### config.mk
export PLATFORM = sky130hd
export DESIGN_NAME = extensor_inmediato_pipe
export DESIGN_NICKNAME = d
export VERILOG_FILES = /design/src/rtl/extensor_inmediato_pipe_pkg.sv /design/src/rtl/extensor_inmediato_pipe_buffer_salida.sv /design/src/rtl/extensor_inmediato_pipe.sv
export SDC_FILE = /design/constraint.sdc
export NUM_CORES = 1
export LEC_CHECK = 0
export ABC_CLOCK_PERIOD_IN_PS = 1700
export CORE_ASPECT_RATIO = 1.4
export CORE_MARGIN = 5
export CORE_UTILIZATION = 50
export CTS_BUF_LIST = sky130_fd_sc_hd__clkbuf_8
export DETAILED_ROUTE_END_ITERATION = 12
export HOLD_SLACK_MARGIN = 0.1
export PLACE_DENSITY = 0.78
export REMOVE_ABC_BUFFERS = 1
export SYNTH_ARGS = -nofsm -noshare
export SYNTH_HDL_FRONTEND = slang
export SYNTH_SLANG_ARGS = --single-unit
### constraint.sdc
create_clock -name clk -period 1.7 [get_ports clk]
set_input_delay 0.17 -clock clk [delete_from_list [all_inputs] [get_ports clk]]
set_output_delay 0.17 -clock clk [all_outputs]
set_load 0.01 [all_outputs]
### src/rtl/extensor_inmediato_pipe_pkg.sv
// Shared constants for the immediate generator: format selector encodings
// and the occupancy type/values used by the output skid buffer.
package pkg_inmediato;

  localparam int SEL_W = 3;

  localparam logic [SEL_W-1:0] IMM_I  = 3'd0;
  localparam logic [SEL_W-1:0] IMM_S  = 3'd1;
  localparam logic [SEL_W-1:0] IMM_B  = 3'd2;
  localparam logic [SEL_W-1:0] IMM_U  = 3'd3;
  localparam logic [SEL_W-1:0] IMM_J  = 3'd4;
  localparam logic [SEL_W-1:0] IMM_Z  = 3'd5;
  localparam logic [SEL_W-1:0] IMM_SH = 3'd6;

  typedef logic [1:0] ocupacion_t;

  localparam ocupacion_t OCC_EMPTY = 2'd0;
  localparam ocupacion_t OCC_ONE   = 2'd1;
  localparam ocupacion_t OCC_FULL  = 2'd2;

endpackage

### src/rtl/extensor_inmediato_pipe_buffer_salida.sv
// Generic 2-entry valid/ready skid FIFO, head is always entry 0.
// Latency: 1 cycle from input transfer to out_valid.
// Backpressure: in_ready depends only on the registered count (and rst), never on out_ready.
module buffer_salida
  import pkg_inmediato::*;
#(
  parameter int W = 33
) (
  input  logic         clk,
  input  logic         rst,
  input  logic         in_valid,
  output logic         in_ready,
  input  logic [W-1:0] din,
  output logic         out_valid,
  input  logic         out_ready,
  output logic [W-1:0] dout
);

  ocupacion_t   count;
  logic [W-1:0] ent0;
  logic [W-1:0] ent1;
  logic         push;
  logic         pop;

  assign in_ready  = !rst && (count != OCC_FULL);
  assign out_valid = (count != OCC_EMPTY);
  assign push      = in_valid && in_ready;
  assign pop       = out_valid && out_ready;
  assign dout      = ent0;

  always_ff @(posedge clk) begin
    if (rst) begin
      count <= OCC_EMPTY;
      ent0  <= '0;
      ent1  <= '0;
    end else begin
      case (count)
        OCC_EMPTY: begin
          if (push) begin
            ent0  <= din;
            count <= OCC_ONE;
          end
        end
        OCC_ONE: begin
          // Push and pop together: the new item simply replaces the head.
          if (push && pop) begin
            ent0 <= din;
          end else if (push) begin
            ent1  <= din;
            count <= OCC_FULL;
          end else if (pop) begin
            count <= OCC_EMPTY;
          end
        end
        OCC_FULL: begin
          if (pop) begin
            ent0  <= ent1;
            count <= OCC_ONE;
          end
        end
        default: count <= OCC_EMPTY;
      endcase
    end
  end

endmodule

### src/rtl/extensor_inmediato_pipe.sv
// Registered immediate generator: decodes the format, extends to XLEN, buffers {imm, imm_err}.
// Latency: 1 cycle; throughput 1 item/cycle while out_ready is high.
// Backpressure: 2-entry skid buffer; in_ready drops only when both entries are held.
module extensor_inmediato_pipe
  import pkg_inmediato::*;
#(
  parameter int XLEN = 32,
  parameter int ILEN = 32
) (
  input  logic             clk,
  input  logic             rst,
  input  logic             in_valid,
  output logic             in_ready,
  input  logic [ILEN-1:0]  instr,
  input  logic [SEL_W-1:0] imm_src,
  output logic             out_valid,
  input  logic             out_ready,
  output logic [XLEN-1:0]  imm,
  output logic             imm_err
);

  logic [31:0]     campo;
  logic            err;
  logic [XLEN-1:0] imm_ext;
  logic            unused_opcode;

  assign unused_opcode = ^instr[6:0];

  // campo is already correct to 32 bits; bit 31 is the sign for every format
  // (zero for Z/SH/illegal), so one signed widening covers XLEN > 32.
  always_comb begin
    campo = '0;
    err   = 1'b0;
    case (imm_src)
      IMM_I:   campo = {{20{instr[31]}}, instr[31:20]};
      IMM_S:   campo = {{20{instr[31]}}, instr[31:25], instr[11:7]};
      IMM_B:   campo = {{19{instr[31]}}, instr[31], instr[7], instr[30:25], instr[11:8], 1'b0};
      IMM_U:   campo = {instr[31:12], 12'b0};
      IMM_J:   campo = {{11{instr[31]}}, instr[31], instr[19:12], instr[20], instr[30:21], 1'b0};
      IMM_Z:   campo = {27'b0, instr[19:15]};
      IMM_SH:  campo = {27'b0, instr[24:20]};
      default: begin
        campo = '0;
        err   = 1'b1;
      end
    endcase
  end

  assign imm_ext = XLEN'($signed(campo));

  buffer_salida #(
    .W(XLEN + 1)
  ) u_buffer_salida (
    .clk      (clk),
    .rst      (rst),
    .in_valid (in_valid),
    .in_ready (in_ready),
    .din      ({imm_ext, err}),
    .out_valid(out_valid),
    .out_ready(out_ready),
    .dout     ({imm, imm_err})
  );

endmodule
==> results of run 1 <==
## layout make-up
class                      count  area [um2]
timing repair buffer         113        1110
clock buffer                  11         151
multi-input combinational    315        1930
tap                           95         119
sequential                    68        1370
fill                         577        2170
inverter                       8        30.0
clock inverter                 5        60.1
## what timing repair did
| action | in CTS | in global routing |
|---|---|---|
| resized for setup | 4 | 1 |
| hold buffers | 0 | 0 |
| endpoints found under the setup margin | 2 | 1 |
## layout by cell type, fill, tap and decap left out, drive strengths merged, types with 2 or more instances in the layout
cell type and n:
and3b 2, nand2 38, or2 6, clkbuf 11, a21oi 43, mux2i 5
nand3 16, dfxtp 68, nor3 29, nor2b 6, a31o 8, o21ai 16
clkdlybuf4s50 63, a221oi 10, or3b 2, a32oi 4, nor2 29, a21o 5
clkinv 3, nor3b 3, a22oi 4, buf 48, o22ai 11, mux2 5
a211oi 6, and2 22, inv 8, and2b 2, nand2b 18, o311ai 8
a311oi 6
## routing by layer
layer / vias up / track usage [%] / share of wire (%) / wire length (um)
met5: - / 0 / 0 / 0
li1: 1718 / - / - / -
met2: 105 / 40.7 / 52 / 5220
met4: 0 / 10.3 / 1.5 / 149
met1: 1660 / 27.7 / 41 / 4140
met3: 11 / 4.26 / 5.0 / 505
## sequential cells by signal, indices dropped and copies added (netlist names)
signal                 flops
u_buffer_salida.count      2
u_buffer_salida.ent1      33
u_buffer_salida.dout      33
## path summary, 6_finish.rpt
check,to,slack [ps],cells past startpoint
max,u_buffer_salida.dout[13]$_SDFFE_PP0P_,130,6
min,u_buffer_salida.dout[24]$_SDFFE_PP0P_,130,2
min reg2reg,u_buffer_salida.dout[25]$_SDFFE_PP0P_,450,2
max reg2reg,u_buffer_salida.dout[2]$_SDFFE_PP0P_,160,5
## critical path, stage by stage
cell and delay (ps):
clkdlybuf4s50_1 490, buf_4 180, inv_1 220, a31o_2 280
o311ai_0 340, a21oi_1 100
## through the flow
step,instances,hold WS (ps)
2_1_floorplan,391,239
3_3_place_gp,599,433
3_5_place_dp,599,444
4_1_cts,615,117
5_1_grt,615,134
6_report,615,135
## logic make-up (layout without fill, tap and decap cells)
logic type,Yosys count,in the layout
AND/OR/NAND/NOR,178,178
multiplexers,10,10
adder cells (fa/ha/maj),1,1
buffers and inverters,46,137
XOR/XNOR,1,1
flip-flops,68,68
AO/OA/AOI/OAI,125,125
## power groups by stage
stage / Combinational, mW / Sequential [mW] / Clock [mW]
floorplan: 0.284 / 1.75 / 0
CTS: 0.727 / 1.70 / 1.44
detailed placement: 0.723 / 1.73 / 0
finish: 0.726 / 1.70 / 1.41
global placement: 0.711 / 1.73 / 0
global route: 0.782 / 1.71 / 1.49
==> flow_summary_export.csv, run 1 <==
group,metric,value,unit
run_status,status,"completed",
die,die_h,110,um
worst_setup_path,crit_path_start_kind,"primary input",
die,fp-row-count,36,
timing,clock_skew,5.45,ps
timing,post-route-min-period,1570,ps
yosys,synth_compound_area_share,24.1,%
clocking,cts.path.max_buffers,2,
worst_setup_path,reg2reg_from,"u_buffer_salida.count[1]$_SDFFE_PP0P_",
pwr,pwr-share-seq,44.3,%
grt,grt_overflow,0,
yosys,synth_cell_type_count,51,
grt,track_usage,23.4,%
yosys,synth_ff_type,"dfxtp_1",
timing,clock.fmax,639,MHz
final_layout,area_growth,34.4,%
yosys,syn_inst,429,
pwr,internal_power,2.79,mW
pwr,peakVddDrop,0.000548,V
detailed_routing,drt-vias-per-instance,5.68,
yosys,synth-async-reset-ratio,0,%
hold_path,hold_class,"primary input to register",
yosys,synth_largest_area_cell,"dfxtp_1",
flow_run,maxCapViolCount,0,
clocking,clock_sinks,68,
clocking,insertion_delay,350,ps
timing,fin_setup_tns,0,ps
clocking,postCtsSetupBuffers,0,
worst_setup_path,cp_data_required_time,1930,ps
placement,place.gp.congestion,0.900,
detailed_routing,avgRoutedWirePerCell,16.3,um
yosys,muxShareOfSynthArea,3.00,%
yosys,seq_area_frac_synth,38.4,%
final_layout,nNetsFinal,554,
worst_setup_path,critPathCaptureType,"register",
yosys,synth_fa_ha_area_share,0.283,%
timing,slew_violations,0,
yosys,synth_most_common_cell,"dfxtp_1",
timing,tightest_slew,451,ps
yosys,synthesis.area,3540,um2
pwr,finalPower,3.83,mW
grt,grt_pass1_wl,16400,um
grt,grt_max_degree,71,
timing,worst_slew_margin_rel,69.9,%
hold_path,holdCritStartpoint,"rst",
die,design.die.area,8890,um2
detailed_routing,wirelength,10000,um
final_layout,design_area,4760,um2
timing,hold_viol_final,0,
grt,grt_pass1_vias,3501,
worst_setup_path,critical_path_peak_fanout,13,
yosys,yosysTopAreaCellShare,38.4,%
worst_setup_path,setup.worst_path.start,"imm_src[2]",
yosys,synth_xor_area_share,0.247,%
die,die_w,81.1,um
pwr,combPwrFrac,19.0,%
placement,numPortBuffers,66,
yosys,yosys-top-cells-area,"dfxtp_1 (38%), a21oi_1 (5.8%), nor3_1 (4.1%)",
worst_setup_path,critPathKind,"primary input to register",
pwr,power.switching,1.04,mW
clocking,cts_root_buf,"clkbuf_8",
grt,grt_antenna_before_repair,0,
detailed_routing,drc_errors,0,
yosys,ys_seq_elements,68,
yosys,synth_common_cells,"dfxtp_1 (68), a21oi_1 (41), nand2_1 (38)",
pwr,clkPwrFrac,36.7,%
detailed_routing,vias,3494,
placement,placed_area,4540,um2
final_layout,num_antenna_cells,0,
clocking,cts_tree,"done",
placement,pre_cts_ws,-214,ps
timing,setup_slack,134,ps
detailed_routing,drt_iter0_drc,212,
pwr,netSwitchingFraction,27.1,%
worst_setup_path,cp.arrival,1790,ps
pwr,p_leak,1.80,nW
timing,rsz0062_at_grt,"false",
clocking,cts_max_level,3,
yosys,synth_edf_count,0,
final_layout,drive_above_1_share,17.9,%
pwr,power_density,804,nW/um2
final_layout,post-route-util,68.7,%
die,start_util,51.1,%
clocking,path_clk_slew,80,ps
clocking,numCtsBuffers,9,
timing,fin_crit_sh,92.1,%
yosys,avgSynthCellArea,8.26,um2
placement,hpwl,7140,um
detailed_routing,ant_nets,0,
die,core-area,6940,um2
yosys,synth_warnings,0,
die,pin_count,74,
yosys,synthSimpleGateAreaFrac,26.7,%
yosys,synth_top_family_by_area,"simple AND/OR/NAND/NOR gates",
detailed_routing,first_pass_iters,5,
timing,setup_viol,0,
No activity file was read; power rests on OpenSTA's default activity.
==> run 2, diff against run 1 <==
- CTS_BUF_LIST: sky130_fd_sc_hd__clkbuf_8 -> unset
==> results of run 2 <==
Final layout, timing and power as in run 1 (identical DEF).
